## src/rtl/cpc_ram_pkg.sv

```systemverilog
// Shared types and constants for the CPC RAM bank controller and its mapper.
// States, mode encodings and IO-decode match values live here so boards stay consistent.
package cpc_ram_pkg;

  typedef enum logic [1:0] {
    IO_IDLE,
    IO_HIT,
    IO_WAIT
  } io_state_t;

  typedef enum logic {
    M_IDLE,
    M_ACT
  } mem_state_t;

  // Mode field (low three bits of the bank-select byte)
  localparam logic [2:0] MODE_NONE     = 3'd0;
  localparam logic [2:0] MODE_B3       = 3'd1;
  localparam logic [2:0] MODE_ALL      = 3'd2;
  localparam logic [2:0] MODE_B3_REMAP = 3'd3;
  localparam logic [2:0] MODE_B1_0     = 3'd4;
  localparam logic [2:0] MODE_B1_1     = 3'd5;
  localparam logic [2:0] MODE_B1_2     = 3'd6;
  localparam logic [2:0] MODE_B1_3     = 3'd7;

  localparam logic [1:0] IO_DATA_PREFIX = 2'b11;
  localparam logic       IO_A15         = 1'b0;

  localparam int BANK_BITS_MIN = 3;
  localparam int BANK_BITS_MAX = 6;

  function automatic bit bank_bits_legal(input int bits);
    return (bits >= BANK_BITS_MIN) && (bits <= BANK_BITS_MAX);
  endfunction

endpackage

```

## src/rtl/cpc_bank_map.sv

```systemverilog
// Pure combinational mapper: {mode, bank, 16K block} -> expansion hit and SRAM upper address.
// Mode 3 block 1 is an internal remap, so it reports no expansion hit.
module cpc_bank_map
  import cpc_ram_pkg::*;
#(
  parameter int BANK_BITS = 3
) (
  input  logic [2:0]           mode,
  input  logic [BANK_BITS-1:0] bank,
  input  logic [1:0]           blk,
  output logic                 hit,
  output logic [BANK_BITS+1:0] ramadrhi
);

  logic [1:0] exp_blk;

  always_comb begin
    hit     = 1'b0;
    exp_blk = blk;
    case (mode)
      MODE_NONE:              hit = 1'b0;
      MODE_B3, MODE_B3_REMAP: hit = (blk == 2'd3);
      MODE_ALL:               hit = 1'b1;
      default: begin
        // Modes 4..7 window the selected expansion block into CPU block 1
        hit     = (blk == 2'd1);
        exp_blk = mode[1:0];
      end
    endcase
  end

  assign ramadrhi = {bank, exp_blk};

endmodule

```

## src/rtl/cpc_ram_bank_ctrl.sv

```systemverilog
// CPC RAM expansion controller: IO bank-select decode, Z80 memory-cycle tracking, SRAM control.
// Optional macro CPC_EXT_BANK_EN enables the 4M-style upper bank bits taken from inverted A10..A8.
module cpc_ram_bank_ctrl
  import cpc_ram_pkg::*;
#(
  parameter int BANK_BITS = 3,
  parameter int ADR_HI_W  = BANK_BITS + 2
) (
  input  logic                 clk,
  input  logic                 reset,
  input  logic                 iorq_b,
  input  logic                 mreq_b,
  input  logic                 rfsh_b,
  input  logic                 wr_b,
  input  logic                 rd_b,
  input  logic [7:0]           adr_hi,
  input  logic [7:0]           data,
  output logic [ADR_HI_W-1:0]  ramadrhi,
  output logic                 ramcs_b,
  output logic                 ramwe_b,
  output logic                 ramoe_b,
  output logic                 ramdis,
  output logic [BANK_BITS+2:0] cfg_q
);

  localparam int CFG_W = BANK_BITS + 3;
  localparam int UPPER = BANK_BITS - 3;

  if (!bank_bits_legal(BANK_BITS)) begin : g_bad_bank_bits
    $error("cpc_ram_bank_ctrl: BANK_BITS must be in 3..6");
  end

  io_state_t  io_state, io_next;
  mem_state_t mem_state, mem_next;

  logic                 io_match, io_capture, mem_enter, commit, active;
  logic                 pending;
  logic [CFG_W-1:0]     pending_cfg, cap_cfg;
  logic [BANK_BITS-1:0] cap_bank;
  logic                 a15_q, a14_q;
  logic                 map_hit;
  logic [ADR_HI_W-1:0]  map_adr;
  logic                 unused_adr;

  assign unused_adr = ^adr_hi[5:0];

`ifdef CPC_EXT_BANK_EN
  localparam bit NEED_A13_LOW = (BANK_BITS < 6);
  assign io_match = !iorq_b && !wr_b && (adr_hi[7] == IO_A15) &&
                    (data[7:6] == IO_DATA_PREFIX) && !(NEED_A13_LOW && adr_hi[5]);
`else
  assign io_match = !iorq_b && !wr_b && (adr_hi[7] == IO_A15) &&
                    (data[7:6] == IO_DATA_PREFIX);
`endif

  assign cap_bank[2:0] = data[5:3];
  if (UPPER > 0) begin : g_upper_bank
`ifdef CPC_EXT_BANK_EN
    assign cap_bank[BANK_BITS-1:3] = ~adr_hi[UPPER-1:0];
`else
    assign cap_bank[BANK_BITS-1:3] = '0;
`endif
  end
  assign cap_cfg = {cap_bank, data[2:0]};

  // State registers
  always_ff @(posedge clk) begin
    if (reset) begin
      io_state  <= IO_IDLE;
      mem_state <= M_IDLE;
    end else begin
      io_state  <= io_next;
      mem_state <= mem_next;
    end
  end

  // Next-state logic
  always_comb begin
    io_next = io_state;
    case (io_state)
      IO_IDLE: if (io_match) io_next = IO_HIT;
      IO_HIT:  io_next = IO_WAIT;
      IO_WAIT: if (iorq_b) io_next = IO_IDLE;
      default: io_next = IO_IDLE;
    endcase

    mem_next = mem_state;
    case (mem_state)
      M_IDLE:  if (!mreq_b && rfsh_b) mem_next = M_ACT;
      M_ACT:   if (mreq_b) mem_next = M_IDLE;
      default: mem_next = M_IDLE;
    endcase
  end

  // FSM outputs: capture/latch/commit strobes and the active-mapped condition
  always_comb begin
    io_capture = (io_state == IO_IDLE) && io_match;
    mem_enter  = (mem_state == M_IDLE) && !mreq_b && rfsh_b;
    commit     = (mem_state == M_IDLE) && pending;
    active     = (mem_state == M_ACT) && !mreq_b && map_hit;
  end

  cpc_bank_map #(
    .BANK_BITS(BANK_BITS)
  ) u_map (
    .mode     (cfg_q[2:0]),
    .bank     (cfg_q[CFG_W-1:3]),
    .blk      ({a15_q, a14_q}),
    .hit      (map_hit),
    .ramadrhi (map_adr)
  );

  // Capture follows commit so a hit on the commit edge stays pending (last write wins)
  always_ff @(posedge clk) begin
    if (reset) begin
      pending     <= 1'b0;
      pending_cfg <= '0;
      cfg_q       <= '0;
      a15_q       <= 1'b0;
      a14_q       <= 1'b0;
      ramadrhi    <= '0;
      ramcs_b     <= 1'b1;
      ramwe_b     <= 1'b1;
      ramoe_b     <= 1'b1;
      ramdis      <= 1'b0;
    end else begin
      if (commit) begin
        cfg_q   <= pending_cfg;
        pending <= 1'b0;
      end
      if (io_capture) begin
        pending_cfg <= cap_cfg;
        pending     <= 1'b1;
      end
      if (mem_enter) begin
        a15_q <= adr_hi[7];
        a14_q <= adr_hi[6];
      end
      ramcs_b  <= !active;
      ramdis   <= active;
      ramadrhi <= active ? map_adr : '0;
      ramwe_b  <= !(active && !wr_b);
      ramoe_b  <= !(active && !rd_b);
    end
  end

endmodule

```

## config.mk

```make
export PLATFORM = sky130hd
export DESIGN_NAME = cpc_ram_bank_ctrl
export DESIGN_NICKNAME = d
export VERILOG_FILES = /design/src/rtl/cpc_ram_pkg.sv /design/src/rtl/cpc_bank_map.sv /design/src/rtl/cpc_ram_bank_ctrl.sv
export SDC_FILE = /design/constraint.sdc
export NUM_CORES = 1
export LEC_CHECK = 0
export ABC_AREA = 1
export BUFFER_PORTS_ARGS = -buffer_cell sky130_fd_sc_hd__buf_2
export CAP_MARGIN = 10
export CORE_ASPECT_RATIO = 1.4
export CORE_MARGIN = 1
export CORE_UTILIZATION = 40
export CTS_CLUSTER_DIAMETER = 50
export DETAILED_ROUTE_END_ITERATION = 12
export GPL_TIMING_DRIVEN = 0
export PLACE_DENSITY = 0.79
export RECOVER_POWER = 100
export SLEW_MARGIN = 20
export SYNTH_ARGS = -nofsm -noshare
export SYNTH_HDL_FRONTEND = slang
export SYNTH_SLANG_ARGS = --single-unit
```

## constraint.sdc

```tcl
create_clock -name clk -period 2 [get_ports clk]
set_clock_uncertainty 0.05 [all_clocks]
set_input_delay 0.2 -clock clk [delete_from_list [all_inputs] [get_ports clk]]
set_output_delay 0.2 -clock clk [all_outputs]
set_load 0.05 [all_outputs]
```

==> results_dict.tcl <==
set metrics [dict create \
    status "finished, final reports clean" \
    num_antenna_cells 0 \
    multi_input_area_um2 339 \
    die_y_um 61.9 \
    seq_power_share_pct 65.3 \
    critical_path.endpoint_type "output port" \
    cellPowerDensity_mw_per_mm2 698 \
    cts_setup_buffers 0 \
    synth_seq_area_share_pct 52.8 \
    initial_core_util_pct 42.3 \
    clock_sinks 27 \
    peakVddDrop_uv 270 \
    antenna_found_initial 0 \
    power.switching_uw 193 \
    critPathSlowestCell "clkbuf_1" \
    drv_slew 0 \
    vias 875 \
    wl_per_cell_um 8.89 \
    cp_max_fo 6 \
    worstSetupStartpointType "register" \
    dr.pass1.iters 4 \
    ant_nets 0 \
    gp_congestion 0.800 \
    drc 0 \
    cp_num_buf_inv 1 \
    r2r_slack_ns 0.59 \
    setup_viol 0 \
    holdPathEnd "pending" \
    relSlewSlack_pct 60.2 \
    synthTopCellsByArea "dfxtp_1, inv_1, nor2_1" \
    grt.overflow.total 0 \
    clockBufferDepth 2 \
    num_io_pins 38 \
    worst_ep_required_time_ns 1.75 \
    setup-tns-final_ns 0 \
    synth_warnings 0 \
    hpwl_um 1340 \
    p_int_uw 653 \
    fillers 261 \
    cts_buffers 3 \
    rr_endpoint "pending" \
    avgSynthCellArea_um2 8.06 \
    fmax_mhz 660 \
    combPwrFrac_pct 7.7 \
    cts.clk_slew.worst_paths_ns 0.13 \
    clockRootBuffer "clkbuf_4" \
    grt_pass1_vias 749 \
    layout.nets 187 \
    r2r_start "io_state[0]" \
    dr.first_iter.drc_count 21 \
    synth_cell_types 19 \
    clockPowerShare_pct 27.0 \
    max_slew.worst_pin.slew_ns 0.600 \
    syn_to_final_growth_pct 18.5 \
    grt_usage_pct 14.3 \
    syn-cell-area_mm2 0.00102 \
    final_layout_size_suffix_gt1_share_pct 19.6 \
    crit_type "reg -> out" \
    grt_pass1_wl_um 2890 \
    insertion_delay_ns 0.32 \
    synth_top_area_share_pct 52.8 \
    ctsResizeCount 0 \
    whs_ns 0.00912 \
    cp_slowest_stage_delay_ns 0.49 \
    power.share.switching_pct 22.9 \
    fin_crit_sh_pct 75.7 \
    maxCapViolCount 0 \
    path_cells "clkbuf_1" \
    tritoncts "built" \
    p_leak_nw 0.548 \
    rsz0062_at_grt "no" \
    hp-class "in -> reg" \
    fin_crit_ns 1.51 \
    hp-start "reset" \
    drt_wl_total_um 1750 \
    reg2regPathDepth 6 \
    hold_depth 2 \
    die_area_mm2 0.00277 \
    register_area_um2 541 \
    rows 21 \
    yosysTopAreaCell "dfxtp_1" \
    hold_violations 0 \
    ys_ff_latch 27 \
    grt_max_degree 15 \
    crit_family "buffers and inverters" \
    cp.arrival_ns 1.26 \
    syn_nets 150 \
    core-area_mm2 0.00242 \
    htree_levels 1 \
    die_w_um 44.8 \
    postSynthCellCount 127 \
    io_buffers 31 \
    drt-vias-per-instance 4.44 \
]
synthesized netlist by cell type, drive strengths merged:
cell type	n
buf	6
nand3	6
nand3b	1
nor2	25
o21ai	10
dfxtp	27
inv	22
o31ai	1
nand2	19
o211a	1
a21oi	9
worst max-delay path by stage:
stage | startpoint | to | slack, ns | cells after the start
after floorplan | cfg_q[2] | ramdis | 0.68 | 5
after global placement | wr_b | pending_cfg[3] | 0.89 | 8
after detailed placement | wr_b | pending_cfg[4] | 0.89 | 8
after CTS | cfg_q[2] | cfg_q[2] | 0.65 | 1
after global routing | io_state[0] | pending | 0.39 | 6
final | cfg_q[2] | cfg_q[2] | 0.49 | 1
power groups by stage:
stage | logic [mW] | clock network [mW] | registers [mW]
final | 0.0655 | 0.228 | 0.552
after global routing | 0.0743 | 0.260 | 0.554
after CTS | 0.0673 | 0.237 | 0.553
after detailed placement | 0.0669 | 0 | 0.565
after global placement | 0.0656 | 0 | 0.564
after floorplan | 0.0397 | 0 | 0.567
placed cells by master (no fill, tap or decap):
cell type      netlist  final
o21ai_0             10     10
dlygate4sd3_1        0      1
buf_4                3      3
o211a_1              1      1
a21oi_1              8      8
nand3_2              2      1
clkbuf_4             0      3
nand2_1             17     19
clkbuf_1             0     18
nor2_2               7      6
inv_1               20     21
inv_2                2      1
nand3_1              4      5
dfxtp_1             27     27
nor2_1              18     19
buf_2                2     17
nand3b_1             1      1
o31ai_1              1      1
a21oi_2              1      1
cell families (layout without fill, tap and decap cells):
group	Yosys count	count (layout)	share of synthesized area [%]
AOI/OAI and AO/OA	21	21	11.4
buffers and inverters	28	64	12.3
DFF	27	27	52.8
and+or+nand+nor	51	51	23.5
layout make-up:
| cell class | instances | share of cell area (%) |
|---|---|---|
| Sequential cell | 27 | 44.6 |
| Clock buffer | 4 | 2.17 |
| Buffer | 6 | 2.89 |
| Inverter | 22 | 6.81 |
| Multi-Input combinational cell | 72 | 28.0 |
| Timing Repair Buffer | 32 | 12.1 |
| Tap cell | 34 | 3.51 |
per-stage QoR:
step	cells	setup slack (ns)	util, %	power, mW	instance area, um2
finish	197	0.486	50.2	0.846	1210
floorplan	127	0.685	-	0.607	1020
detailed placement	192	0.885	50.5	0.632	1220
CTS	196	0.650	51.6	0.857	1250
global placement	192	0.890	50.5	0.630	1220
global route	197	0.389	50.2	0.889	1210
timing repair:
action	4_1_cts	5_1_grt
hold buffers	0	1
endpoints found under the setup margin	0	0
endpoints found under the hold margin	0	1
per-layer routing:
layer / share of wire, % / up-vias / GRT usage [%] / wire (um)
met5: 0 / - / 0 / 0
met4: 2.9 / 0 / 10.4 / 50
met3: 6.9 / 5 / 1.73 / 121
met2: 49 / 32 / 25.8 / 850
met1: 42 / 379 / 15.2 / 730
li1: - / 459 / - / -
sequential cells by signal (all words and copies together), names as in the netlist:
register and count:
ramoe_b 1, ramdis 1, pending 1, ramwe_b 1, pending_cfg 6, cfg_q 6, io_state 2, ramadrhi 5
ramcs_b 1, a15_q 1, a14_q 1, mem_state 1
(Power assumes the default switching activity.)
